**src/rtl/handshake_pkg.sv**
```systemverilog
// Shared types and constants for the 4-phase handshake receiver and its transmitter twin.
`timescale 1ns/1ps
package handshake_pkg;
  localparam int DATA_W_DEF = 32;
  localparam int XFER_CNT_W = 16;

  typedef enum logic [1:0] {
    WAIT_LOW = 2'd0,
    IDLE     = 2'd1,
    VALID    = 2'd2,
    ACK      = 2'd3
  } hs_rx_state_t;
endpackage

```
**src/rtl/cdc_sync.sv**
```systemverilog
// Single-bit multi-flop synchronizer with a selectable reset level.
`timescale 1ns/1ps
module cdc_sync #(
  parameter int   DEPTH   = 2,
  parameter logic RST_VAL = 1'b0
) (
  input  logic clk,
  input  logic rst_n,
  input  logic d,
  output logic q
);
  logic [DEPTH-1:0] sync_q;

  always_ff @(posedge clk or negedge rst_n) begin
    if (!rst_n) sync_q <= {DEPTH{RST_VAL}};
    else        sync_q <= {sync_q[DEPTH-2:0], d};
  end

  assign q = sync_q[DEPTH-1];
endmodule

```
**src/rtl/handshake_rx.sv**
```systemverilog
// 4-phase request/acknowledge receiver: synchronizes req, captures the word,
// presents it with valid/ready downstream and acknowledges once it is taken.
`timescale 1ns/1ps
module handshake_rx
  import handshake_pkg::*;
#(
  parameter int DATA_W      = DATA_W_DEF,
  parameter int SYNC_STAGES = 2
) (
  input  logic                  clk_rx,
  input  logic                  rst_n,
  input  logic                  req_async,
  input  logic [DATA_W-1:0]     data_async,
  output logic                  ack,
  output logic                  out_valid,
  output logic [DATA_W-1:0]     out_data,
  input  logic                  out_ready,
  output logic [XFER_CNT_W-1:0] xfer_count,
  output logic                  proto_err
);
  hs_rx_state_t state;
  logic         req_s;

  // Synchronizer resets high so a req left asserted across reset is ignored
  // until it has been seen low (state starts in WAIT_LOW).
  cdc_sync #(.DEPTH(SYNC_STAGES), .RST_VAL(1'b1)) u_req_sync (
    .clk   (clk_rx),
    .rst_n (rst_n),
    .d     (req_async),
    .q     (req_s)
  );

  always_ff @(posedge clk_rx or negedge rst_n) begin
    if (!rst_n) begin
      state      <= WAIT_LOW;
      ack        <= 1'b0;
      out_valid  <= 1'b0;
      out_data   <= '0;
      xfer_count <= '0;
      proto_err  <= 1'b0;
    end else begin
      case (state)
        WAIT_LOW: if (!req_s) state <= IDLE;
        IDLE: if (req_s) begin
          // data_async is stable while req is high, so it is sampled directly.
          out_data  <= data_async;
          out_valid <= 1'b1;
          state     <= VALID;
        end
        VALID: begin
          if (!req_s) proto_err <= 1'b1;
          if (out_ready) begin
            out_valid  <= 1'b0;
            ack        <= 1'b1;
            xfer_count <= xfer_count + 1'b1;
            state      <= ACK;
          end
        end
        ACK: if (!req_s) begin
          ack   <= 1'b0;
          state <= IDLE;
        end
        default: state <= WAIT_LOW;
      endcase
    end
  end
endmodule

```
**config.mk**
```make
export PLATFORM = sky130hd
export DESIGN_NAME = handshake_rx
export DESIGN_NICKNAME = d
export VERILOG_FILES = /design/src/rtl/handshake_pkg.sv /design/src/rtl/cdc_sync.sv /design/src/rtl/handshake_rx.sv
export SDC_FILE = /design/constraint.sdc
export NUM_CORES = 1
export LEC_CHECK = 0
export CELL_PAD_IN_SITES_DETAIL_PLACEMENT = 2
export CELL_PAD_IN_SITES_GLOBAL_PLACEMENT = 2
export CORE_ASPECT_RATIO = 0.8
export CORE_MARGIN = 3
export CORE_UTILIZATION = 39
export CTS_CLUSTER_DIAMETER = 100
export DETAILED_ROUTE_END_ITERATION = 12
export DONT_BUFFER_PORTS = 1
export PLACE_DENSITY_LB_ADDON = 0.12
export SETUP_SLACK_MARGIN = 0.4
export SYNTH_ARGS = -nofsm -noshare
export SYNTH_HDL_FRONTEND = slang
export SYNTH_SLANG_ARGS = --single-unit
```
**constraint.sdc**
```tcl
create_clock -name clk_rx -period 2.3 [get_ports clk_rx]
set_input_delay 0.46 -clock clk_rx [delete_from_list [all_inputs] [get_ports clk_rx]]
set_output_delay 0.46 -clock clk_rx [all_outputs]
set_load 0.02 [all_outputs]
```
# Word level (Yosys, flattened, before mapping)
# Cells that the tools add are included.
# Widths: inputs -> output; s select.
# word_totals
wordCells	36
rom_bits	0
mem_count	0
inputBits	36
regBits	55
ramBits	0
latch_bits	0
# op_classes
bitwise	1
n_reduce_logical	10
magnitude_cmp	0
n_addsub	1
div	0
n_shift	0
n_eq_ne	7
mul	0
n_mux	10
# op_table
operator	n
$add 16x1->16 const B	1
$reduce_and 3->1	3
$mux 2	3
$ne 2x2->1 const B	3
$pmux 2 s3	1
$reduce_and 2->1	3
$eq 2x2->1 const B	2
$mux 1	4
$pmux 1 s2	2
$reduce_bool 2->1	2
$eq 2x1->1 const B	1
$logic_not 2->1	1
$ne 2x1->1 const B	1
$reduce_or 2->1	1
$not 1->1	1

# Logic depth before layout (Yosys ltp)
# logic_depth
depth_word	4
ltp_mapped	6
mapped_depth_nobuf	6

# Hierarchy
# A second synthesis with hierarchy kept.
# unflattened
hier_cells	157
area_unflattened_um2	2232.1
# modules_own_cells
module	seq_area_each_um2	instances	area_per_inst_um2	cells_per_inst
handshake_rx	1326.3	1	2179.6	155
cdc_sync	52.6	1	52.6	2

# Worst setup path before layout
# No wires, ideal clock.
# synth_path
path_kind	register -> register
startpoint	reg state[0]
endpoint	reg xfer_count[11]
path_stages_with_launch	7
slack_ns	0.726
setup_time_ns	0.129
t_arrival_ns	1.445
path_buffers	0
t_required_ns	2.171
synth_period_minus_slack_ns	1.574
cell_sequence	dfrtp_1 -> inv_1 -> ha_1 -> nand2_4 -> nor4b_4 -> nand3_1 -> xnor2_1
# synth_via
elab_chain_cells	2
# synth_lines
element	line	rtl
start, declared	handshake_rx.sv:21	hs_rx_state_t state;
start signal, assigned	handshake_rx.sv:35	state <= WAIT_LOW;
start signal, assigned	handshake_rx.sv:43	WAIT_LOW: if (!req_s) state <= IDLE;
start signal, assigned	handshake_rx.sv:48	state <= VALID;
$eq 2x2->1	handshake_rx.sv:42	case (state)
$reduce_and 2->1 (no source line)	n/a	
end signal, assigned	handshake_rx.sv:55	xfer_count <= xfer_count + 1'b1;
end, declared	handshake_rx.sv:18	output logic [XFER_CNT_W-1:0] xfer_count,
# No other way between the ends.
# A chain may end at the register's enable or synchronous reset.

# Final worst setup path
# layout_path
startpoint	reg state[1]
endpoint	reg out_data[30]
# layout_via
elab_chain_cells	2
# layout_lines
element	line	rtl
$eq 2x1->1	handshake_rx.sv:42	
$reduce_and 2->1 (no source line)	n/a	
end signal, assigned	handshake_rx.sv:46	out_data <= data_async;
end, declared	handshake_rx.sv:16	output logic [DATA_W-1:0] out_data,
# No other way between the ends.

==> flow_summary.ini <==
[global_routing]
antenna_found_initial = 0
grt_start_max_net_pins = 56
track_usage_pct = 14.0
grt_pass1_wl_um = 7360
grt_pass1_vias = 1471
grt_overflow = 0

[critical_path]
worst_ep_required_time_ns = 2.48
crit_path_top_delay_cell = dfrtp_1
max_stage_delay_ns = 0.43
cp-end-kind = register
cp_data_arrival_time_ns = 1.91
worstSetupStartpointType = register
cp_max_fo = 32
critical_path.cell_chain = inv_1, ha_1, nand2_1, buf_4, mux2_2
critPathKind = reg2reg

[layout]
drive_gt1_share_pct = 29.2
antenna_cells = 0
finalNetCount = 208
syn2layout_area_growth_pct = 9.39

[status]
run_status = finished clean

[placement]
numPortBuffers = 0
gp_congestion = 0.681
pre_cts_ws_ns = 0.474
post-dp-hpwl_um = 3380

[routing]
via_count = 1228
routed_wl_um = 4470
route.detailed.drc = 0
viasPerCell = 4.99
drtIter0Drc = 36
wire_per_inst_um = 18.2
ant_nets = 0
drt_first_pass_iters = 2

[synth]
syn_inst = 161
synth_fp_nets = 202
async_flop_share_pct = 100
yosysWarnings = 0
synth_ff_type = dfrtp_1
synthDistinctLibCells = 24
syn_area_per_cell_um2 = 13.9
ys_seq_area_share_pct = 61.6
synth-edff-count = 0
syn_area_um2 = 2240
ys_seq_elements = 55

[clock_tree]
clkSinkCount = 55
clock_latency_ns = 0.30
cts_made_buffers = 5
cts_buffer_depth = 2
cts-root-buf = clkbuf_8
cts_max_level = 2
clk_pin_slew_ns = 0.09
tritoncts = yes
postCtsSetupBuffers = 0

[timing]
report.final.slew_viol_count = 0
setup_slack_ns = 0.569
hold_viol = 0
clock_skew_ns = 0.00760
rsz0062_at_grt = no
slew_headroom_pct = 72.6
fin_crit_sh_pct = 75.2
tns_ns = 0
setup_viol = 0
clock.fmax_ghz = 0.578
worst_slew_pin_slew_ns = 0.411
period_minus_slack_ns = 1.73

[die]
die_area_um2 = 6690
die_y_um = 73.8
start_util_pct = 40.8
ios = 87
core-area_um2 = 5500
rows = 24
die_w_um = 90.7

[pwr]
power_density_nw_per_um2 = 1360
cellLeakagePower_nw = 1.10
ir_drop_mv = 0.578

[hold_path]
hp-class = in2reg

[job]
maxCapViolCount = 0
[kinds of logic (layout without fill, tap and decap cells)]
group	Yosys count	count (layout)	synth area share, %
AO/OA/AOI/OAI	9	9	2.46
XOR/XNOR	15	15	5.87
adder cells (fa/ha/maj)	5	5	2.79
buffers and inverters	11	18	2.07
flip-flops	55	55	61.6
multiplexers	35	35	17.5
AND/OR/NAND/NOR	31	31	7.77
[state kept, by name, indices dropped and copies added (netlist names)]
signal and cells:
out_data 32, u_req_sync.sync_q 2, xfer_count 16, ack 1
out_valid 1, proto_err 1, state 2
[routing by layer]
metal | routed length (µm) | GRT usage (%) | vias up
met5 | 0 | 0 | -
met4 | 15 | 3.57 | 0
met3 | 411 | 6.04 | 2
met2 | 2380 | 25.5 | 53
met1 | 1660 | 15.0 | 619
li1 | - | - | 554
[repair_timing]
item	CTS	global route
hold buffers	1	1
resized for setup	0	1
endpoints found under the setup margin	0	6
endpoints found under the hold margin	55	2
[metrics by stage]
step,std cells,cell area (µm²),power [mW],util (%),hold slack (ns)
floorplan,161,2240,2.61,-,0.164
global placement,236,2320,2.75,42.3,0.165
detailed placement,236,2320,2.84,42.3,0.166
CTS,245,2440,3.39,44.4,0.0101
global route,246,2450,3.57,44.6,0.129
finish,246,2450,3.32,44.6,0.157
[layout by cell type (no fill, tap or decap)]
| master | synthesis | routed |
|---|---|---|
| dfstp_2 | 2 | 2 |
| clkinv_2 | 0 | 1 |
| xor2_1 | 4 | 4 |
| clkbuf_8 | 0 | 5 |
| inv_1 | 7 | 7 |
| nand2_1 | 9 | 9 |
| nand3_1 | 8 | 8 |
| mux2i_1 | 2 | 2 |
| dlygate4sd3_1 | 0 | 1 |
| xnor2_1 | 11 | 11 |
| o21ai_0 | 2 | 2 |
| dfrtp_1 | 53 | 53 |
| mux2_2 | 33 | 33 |
| and3_1 | 3 | 3 |
| nand2b_1 | 1 | 1 |
| ha_2 | 0 | 1 |
| or2b_1 | 1 | 1 |
| nor3_1 | 3 | 3 |
| a21o_2 | 2 | 2 |
| nand4_1 | 1 | 1 |
| buf_4 | 0 | 1 |
| nor4b_4 | 1 | 1 |
| clkinvlp_4 | 0 | 1 |
| a21oi_1 | 4 | 4 |
| buf_16 | 0 | 1 |
| ha_1 | 5 | 4 |
| o211ai_1 | 1 | 1 |
| clkbuf_1 | 0 | 1 |
| nand2_4 | 1 | 1 |
| nor2_1 | 3 | 3 |
[Yosys cell counts, drive strengths merged, types with 4 or more instances]
master   n  share of area (%)
mux2    33                 17
nand2   10                2.0
ha       5                2.8
dfrtp   53                 59
xor2     4                1.6
inv      7                1.2
nand3    8                1.8
xnor2   11                4.3
a21oi    4               0.89
[worst max-delay path, delay by kind of cell, from the launching register on]
kind                     cells  cell delay (ns)
flip-flops                   1             0.43
AND/OR/NAND/NOR              1             0.09
buffers and inverters        2             0.44
multiplexers                 1             0.39
adder cells (fa/ha/maj)      1             0.24
[cell type report]
cell class,instances,area [µm²]
Clock buffer,6,72.6
Clock inverter,2,12.5
Fill cell,541,3050
Inverter,7,26.3
Multi-Input combinational cell,95,817
Sequential cell,55,1380
Tap cell,78,97.6
Timing Repair Buffer,3,45.0
[path summary, 6_finish.rpt]
check | cells past startpoint | from | slack, ns | endpoint
min reg2reg | 0 | u_req_sync.sync_q[0] | 0.36 | u_req_sync.sync_q[1]
min in group asynchronous | 2 | rst_n | 0.69 | xfer_count[7]
min | 0 | req_async | 0.16 | u_req_sync.sync_q[0]
max reg2reg | 5 | state[1] | 0.57 | out_data[30]
max | 5 | state[1] | 0.57 | out_data[30]
max in group asynchronous | 2 | rst_n | 1.30 | u_req_sync.sync_q[1]
[power by group]
| part | leakage, nW | internal [mW] | switching (mW) |
|---|---|---|---|
| registers | 0.658 | 1.33 | 0.736 |
| clock network | 0.0412 | 0.213 | 0.288 |
| logic | 0.396 | 0.434 | 0.319 |
| total | 1.10 | 1.98 | 1.34 |
Note: power is estimated with default switching activity, not from simulation.
